===== config.mk =====
export PLATFORM = sky130hd
export DESIGN_NAME = fft_radix4_sequencer
export DESIGN_NICKNAME = d
export VERILOG_FILES = /design/src/rtl/fft_radix4_sequencer.sv
export SDC_FILE = /design/constraint.sdc
export NUM_CORES = 1
export LEC_CHECK = 0
export ABC_AREA = 1
export BUFFER_PORTS_ARGS = -buffer_cell sky130_fd_sc_hd__clkbuf_2
export CELL_PAD_IN_SITES_DETAIL_PLACEMENT = 0
export CELL_PAD_IN_SITES_GLOBAL_PLACEMENT = 1
export CORE_UTILIZATION = 36
export DETAILED_ROUTE_END_ITERATION = 10
export GPL_TIMING_DRIVEN = 0
export PLACE_DENSITY_LB_ADDON = 0.1
export SYNTH_ARGS = -nofsm -noshare
export SYNTH_HDL_FRONTEND = slang
export SYNTH_SLANG_ARGS = --single-unit

===== constraint.sdc =====
create_clock -name clk -period 3.38 [get_ports clk]
set_input_delay 0.169 -clock clk [delete_from_list [all_inputs] [get_ports clk]]
set_output_delay 0.169 -clock clk [all_outputs]
set_load 0.01 [all_outputs]

===== src/rtl/fft_radix4_sequencer.sv =====
// ============================================================================
//  Module      : fft_radix4_sequencer
//  Description : Address and control sequencer for an in-place radix-4 DIT
//                FFT. It walks every stage and butterfly of an N = 4^N_LOG4
//                point transform. Each cycle it issues four sample-RAM read
//                addresses and three twiddle exponents, and it replays the
//                read addresses as write-back addresses LAT cycles later.
//  Revision    : 1.0  initial release
// ============================================================================
`default_nettype none

module fft_radix4_sequencer #(
    parameter int N_LOG4 = 3,
    parameter int RD_LAT = 1,
    parameter int BF_LAT = 1,
    parameter int ADDR_W = 2 * N_LOG4
) (
    input  logic              clk,
    input  logic              rst,
    input  logic              start,
    output logic              busy,
    output logic              done,
    output logic [N_LOG4-1:0] stage,
    output logic              rd_en,
    output logic [ADDR_W-1:0] rd_addr0,
    output logic [ADDR_W-1:0] rd_addr1,
    output logic [ADDR_W-1:0] rd_addr2,
    output logic [ADDR_W-1:0] rd_addr3,
    output logic [ADDR_W-1:0] tw_addr1,
    output logic [ADDR_W-1:0] tw_addr2,
    output logic [ADDR_W-1:0] tw_addr3,
    output logic              wr_en,
    output logic [ADDR_W-1:0] wr_addr0,
    output logic [ADDR_W-1:0] wr_addr1,
    output logic [ADDR_W-1:0] wr_addr2,
    output logic [ADDR_W-1:0] wr_addr3
);

    localparam logic [1:0] c_idle  = 2'd0;
    localparam logic [1:0] c_run   = 2'd1;
    localparam logic [1:0] c_drain = 2'd2;
    localparam logic [1:0] c_done  = 2'd3;

    // Read-to-write latency; the drain gap and the write-back delay both use it
    localparam int c_lat   = RD_LAT + BF_LAT;
    localparam int c_cnt_w = (c_lat > 1) ? $clog2(c_lat) : 1;
    localparam int c_dly_w = 4 * ADDR_W + 1;

    localparam logic [c_cnt_w-1:0] c_drain_last = c_cnt_w'(c_lat - 1);
    localparam logic [c_cnt_w-1:0] c_cnt_one    = c_cnt_w'(1);
    localparam logic [ADDR_W-1:0]  c_one        = ADDR_W'(1);
    localparam logic [ADDR_W-1:0]  c_quarter    = c_one << (ADDR_W - 2);
    localparam logic [ADDR_W-1:0]  c_k_last     = c_quarter - c_one;
    localparam logic [N_LOG4-1:0]  c_stage_last = N_LOG4'(N_LOG4 - 1);
    localparam logic [N_LOG4-1:0]  c_stage_one  = N_LOG4'(1);

    logic [1:0]          r_state;
    logic [1:0]          w_state_nxt;
    logic [ADDR_W-1:0]   r_k;
    logic [N_LOG4-1:0]   r_stage;
    logic [c_cnt_w-1:0]  r_drain_cnt;
    logic [4*ADDR_W-1:0] r_hold_rd;
    logic [3*ADDR_W-1:0] r_hold_tw;
    logic [c_dly_w-1:0]  r_dly [c_lat];

    logic [ADDR_W-1:0]   w_q;
    logic [ADDR_W-1:0]   w_j;
    logic [ADDR_W-1:0]   w_base;
    logic [ADDR_W-1:0]   w_stride;
    logic [ADDR_W-1:0]   w_tw1;
    logic                w_drain_end;

    assign w_drain_end = (r_drain_cnt == c_drain_last);

    // State register
    always_ff @(posedge clk) begin
        if (rst) begin
            r_state <= c_idle;
        end else begin
            r_state <= w_state_nxt;
        end
    end

    // Next-state decode; start is only looked at in IDLE
    always_comb begin
        w_state_nxt = r_state;
        case (r_state)
            c_idle:  if (start) w_state_nxt = c_run;
            c_run:   if (r_k == c_k_last) w_state_nxt = c_drain;
            c_drain: begin
                if (w_drain_end) begin
                    w_state_nxt = (r_stage == c_stage_last) ? c_done : c_run;
                end
            end
            c_done:  w_state_nxt = c_idle;
            default: w_state_nxt = c_idle;
        endcase
    end

    // Butterfly index, stage index and drain-gap counter
    always_ff @(posedge clk) begin
        if (rst) begin
            r_k         <= '0;
            r_stage     <= '0;
            r_drain_cnt <= '0;
        end else begin
            case (r_state)
                c_idle: begin
                    if (start) begin
                        r_k     <= '0;
                        r_stage <= '0;
                    end
                end
                c_run: begin
                    r_drain_cnt <= '0;
                    if (r_k != c_k_last) r_k <= r_k + c_one;
                end
                c_drain: begin
                    r_drain_cnt <= r_drain_cnt + c_cnt_one;
                    if (w_drain_end && (r_stage != c_stage_last)) begin
                        r_stage <= r_stage + c_stage_one;
                        r_k     <= '0;
                    end
                end
                default: ;
            endcase
        end
    end

    // Butterfly geometry: q = 4^stage, j = k mod q, base = (k - j)*4 + j,
    // twiddle stride = (N/4) / q. Products never exceed 3N/4 so no wrap.
    always_comb begin
        w_q      = c_one << {r_stage, 1'b0};
        w_j      = r_k & (w_q - c_one);
        w_base   = ((r_k - w_j) << 2) + w_j;
        w_stride = c_quarter >> {r_stage, 1'b0};
        w_tw1    = w_j * w_stride;
    end

    // Moore outputs; addresses hold their previous value outside RUN
    always_comb begin
        busy  = (r_state == c_run) || (r_state == c_drain);
        done  = (r_state == c_done);
        rd_en = (r_state == c_run);
        stage = r_stage;
        if (r_state == c_run) begin
            rd_addr0 = w_base;
            rd_addr1 = w_base + w_q;
            rd_addr2 = w_base + (w_q << 1);
            rd_addr3 = w_base + (w_q << 1) + w_q;
            tw_addr1 = w_tw1;
            tw_addr2 = w_tw1 << 1;
            tw_addr3 = (w_tw1 << 1) + w_tw1;
        end else begin
            {rd_addr0, rd_addr1, rd_addr2, rd_addr3} = r_hold_rd;
            {tw_addr1, tw_addr2, tw_addr3}           = r_hold_tw;
        end
    end

    // Remember the last issued addresses so they stay stable while idle
    always_ff @(posedge clk) begin
        if (rst) begin
            r_hold_rd <= '0;
            r_hold_tw <= '0;
        end else begin
            r_hold_rd <= {rd_addr0, rd_addr1, rd_addr2, rd_addr3};
            r_hold_tw <= {tw_addr1, tw_addr2, tw_addr3};
        end
    end

    // Write-back delay line: in-place, so writes replay the reads LAT later
    always_ff @(posedge clk) begin
        if (rst) begin
            for (int i = 0; i < c_lat; i++) r_dly[i] <= '0;
        end else begin
            r_dly[0] <= {rd_en, rd_addr0, rd_addr1, rd_addr2, rd_addr3};
            for (int i = 1; i < c_lat; i++) r_dly[i] <= r_dly[i-1];
        end
    end

    // Tail of the delay line drives the RAM write port
    always_comb begin
        {wr_en, wr_addr0, wr_addr1, wr_addr2, wr_addr3} = r_dly[c_lat-1];
    end

endmodule

`default_nettype wire

==> summary.txt <==
final period utilization -> 102%
Die ar. -> 11800 um2
Vias -> 3592
initial core utilization -> 37.4%
post-synthesis async set-or-reset flop share -> 0%
MaxCap Viol Count -> 0
min-delay src -> start
TritonCTS Sinks -> 80
hold path cells -> 5
Finish-stage setup viols -> 2
Die W -> 109 um
GRT Resource Usage Total -> 18.6%
Area contributors post-synth -> dfxtp_1, nand2_1, ha_1, inv_1, a21oi_1
final clock skew -> 0.00807 ns
maximum clock rate -> 290 MHz
Die Ht -> 109 um
Final min period -> 3.44 ns
post-synth top area cell -> dfxtp_1
Core ar. -> 11000 um2
R2R Path Start -> stage[1]
I/O Pins -> 76
Worst setup EP type -> primary output
Distinct cells, synth -> 35
CTS tree -> done
pin count of the biggest net entering global routing -> 15
met3 Use GR -> 2.51%
layout overhead on the synthesized area -> 30.9%
Main synth FF type -> dfxtp_1
status -> finished, violations left
Critical Path Source Type -> flop
Pleak -> 2.65 nW
vias per inst -> 4.46
Port Buffer Count -> 74
failing checks -> setup timing
Worst Hold Class -> primary input to flop
most frequent cells after synthesis -> nand2_1, dfxtp_1, inv_1
final hold violations -> 0
P per Cell Area -> 639 nW/um2
worst-path fanout max -> 4
dpl cells -> 768
layer with the highest usage -> met2
VDD IR-drop max -> 0.268 mV
synth warn -> 0
row cnt -> 38
GRT met2 Usage -> 31.4%
sequential area share after synthesis -> 39.0%
Clock Path Buffers -> 2
Hold Path End -> r_state[0]
slew margin rel. -> 51.5%
flop2flop setup slack -> 0.24 ns
post-detail-place hpwl -> 7440 um
Final Slew Violations -> 0
DR WL/cell -> 12.8 um
first-pass GRT wire length -> 16500 um
Arrival @ worst endpoint -> 3.27 ns
DRT iter0 DRCs -> 116
Reg2Reg Depth -> 18
Post-Syn Area per Cell -> 7.44 um2
Antenna Nets Post-Route -> 0
GP Congestion -> 0.809
fill cell count -> 1122
worst slew pin tran -> 0.727 ns
Clock Latency Late Sink -> 0.34 ns
grt ovf -> 0
Post-Layout Cell Count -> 806
top-area cell type share of the netlist area -> 39.0%
TritonRoute pass-1 iters -> 4
# nets final -> 698
area of the mapped netlist -> 4110 um2
R2R Path End -> r_hold_tw[5]
initial antenna violation count -> 0
share of cells above drive strength 1 -> 32.1%
met1 GRT Util -> 23.9%
DRT Wirelength -> 10300 um
number of synthesized register bits -> 80
Num CTS Buffers -> 9
clock root cell -> clkbuf_16
RSZ-0062 raised after global routing -> true
vias in the first global route -> 3333
Data required, critical path -> 3.21 ns
CTS H-tree depth -> 3
Antenna Cells -> 0
most frequent cell after synthesis -> nand2_1
DRC -> 0
Post-synth EDFFs -> 0
Mapped Cells -> 552
post-place setup slack -> -0.326 ns
Setup CP Type -> flop to primary output
Worst-path clk slew -> 0.06 ns
final worst slack -> -0.0637 ns
## cell families after synthesis
kind of cell | share of synthesized area, %
XOR/XNOR | 2.34
buffers and inverters | 13.0
adder cells (fa/ha/maj) | 10.7
AO/OA/AOI/OAI | 9.65
AND/OR/NAND/NOR | 25.1
flip-flops | 39.0
other | 0.183
## cell type report
cell class | instances | area (um2) | area share, %
Tap cell | 140 | 175 | 3.26
Clock buffer | 12 | 267 | 4.95
Buffer | 40 | 246 | 4.58
Inverter | 77 | 305 | 5.67
Multi-Input combinational cell | 357 | 2200 | 40.9
Timing Repair Buffer | 96 | 542 | 10.1
Clock inverter | 4 | 35.0 | 0.651
Sequential cell | 80 | 1610 | 29.9
## power by group
part,internal (mW),switching (mW),total [mW]
clock network,0.565,0.407,0.971
registers,1.08,0.0731,1.16
logic,0.503,0.804,1.31
## cells in the final DEF (no fill, tap or decap), drive strengths merged
master    synthesis  layout
ha               32      32
nor3              7       7
buf              29      53
conb              2       4
a221oi            1       1
o31ai             1       1
dfxtp            80      80
xnor2             5       5
a211oi            1       1
o211ai            1       1
inv              76      76
nand3            22      22
nand2           143     143
clkbuf           11      95
a21oi            49      49
clkinvlp          0       1
fa                2       2
xor2              6       6
nor2             56      56
a31oi             1       1
and2              1       1
nand4             3       3
or2               3       3
nor3b             1       1
o21ai            18      18
clkinv            1       4
## routing by layer
layer  wire, um  vias to the layer above
met3        290                       10
met4        161                        0
met1       4940                     1600
li1           -                     1923
met2       4940                       59
met5          0                        -
## sequential cells by signal (all words and copies together) (netlist names)
register and flops:
r_dly 27, r_drain_cnt 1, r_hold_rd 23, r_hold_tw 18, r_k 6, r_state 2
stage 3
## stage by stage
step	power [mW]	TNS, ns	utilization (%)	hold WS, ns	area, um2
after floorplan	1.95	0	-	0.388	4120
after global placement	2.35	-1.03	42.5	0.391	4660
after detailed placement	2.37	-1.11	42.5	0.408	4660
after CTS	3.40	-0.167	47.5	0.264	5220
after global routing	3.68	-0.566	49.0	0.285	5380
final	3.44	-0.0887	49.0	0.272	5380
## worst max-delay path by stage
stage / startpoint / to / slack, ns
final: stage[0] / rd_addr3[5] / -0.06
after global routing: stage[0] / rd_addr3[5] / -0.19
after CTS: stage[1] / rd_addr3[5] / -0.11
after detailed placement: stage[1] / tw_addr3[5] / -0.33
after global placement: stage[1] / tw_addr3[5] / -0.30
after floorplan: stage[1] / tw_addr3[5] / 0.09
## critical path, cell delays in order, from the launching register on
cell and delay, ns:
dfxtp_4 0.36, inv_4 0.06, ha_4 0.14, nand2_4 0.06, inv_4 0.06, nand2_4 0.05
ha_4 0.28, inv_2 0.04, fa_1 0.53, inv_2 0.06, ha_4 0.15, inv_2 0.05
xor2_1 0.14, inv_1 0.10, ha_4 0.29, nand2_2 0.06, nand2_2 0.08, inv_2 0.03
nand3_2 0.06, nand3_2 0.07, nand2_2 0.10, inv_2 0.04, buf_6 0.11
## what timing repair did
action / CTS / global route
resized for setup: 37 / 24
pin swaps: 12 / 17
endpoints found under the setup margin: 12 / 7
endpoints found under the hold margin: 0 / 0
setup buffers: 11 / 11
hold buffers: 0 / 0
(Power assumes the default switching activity.)
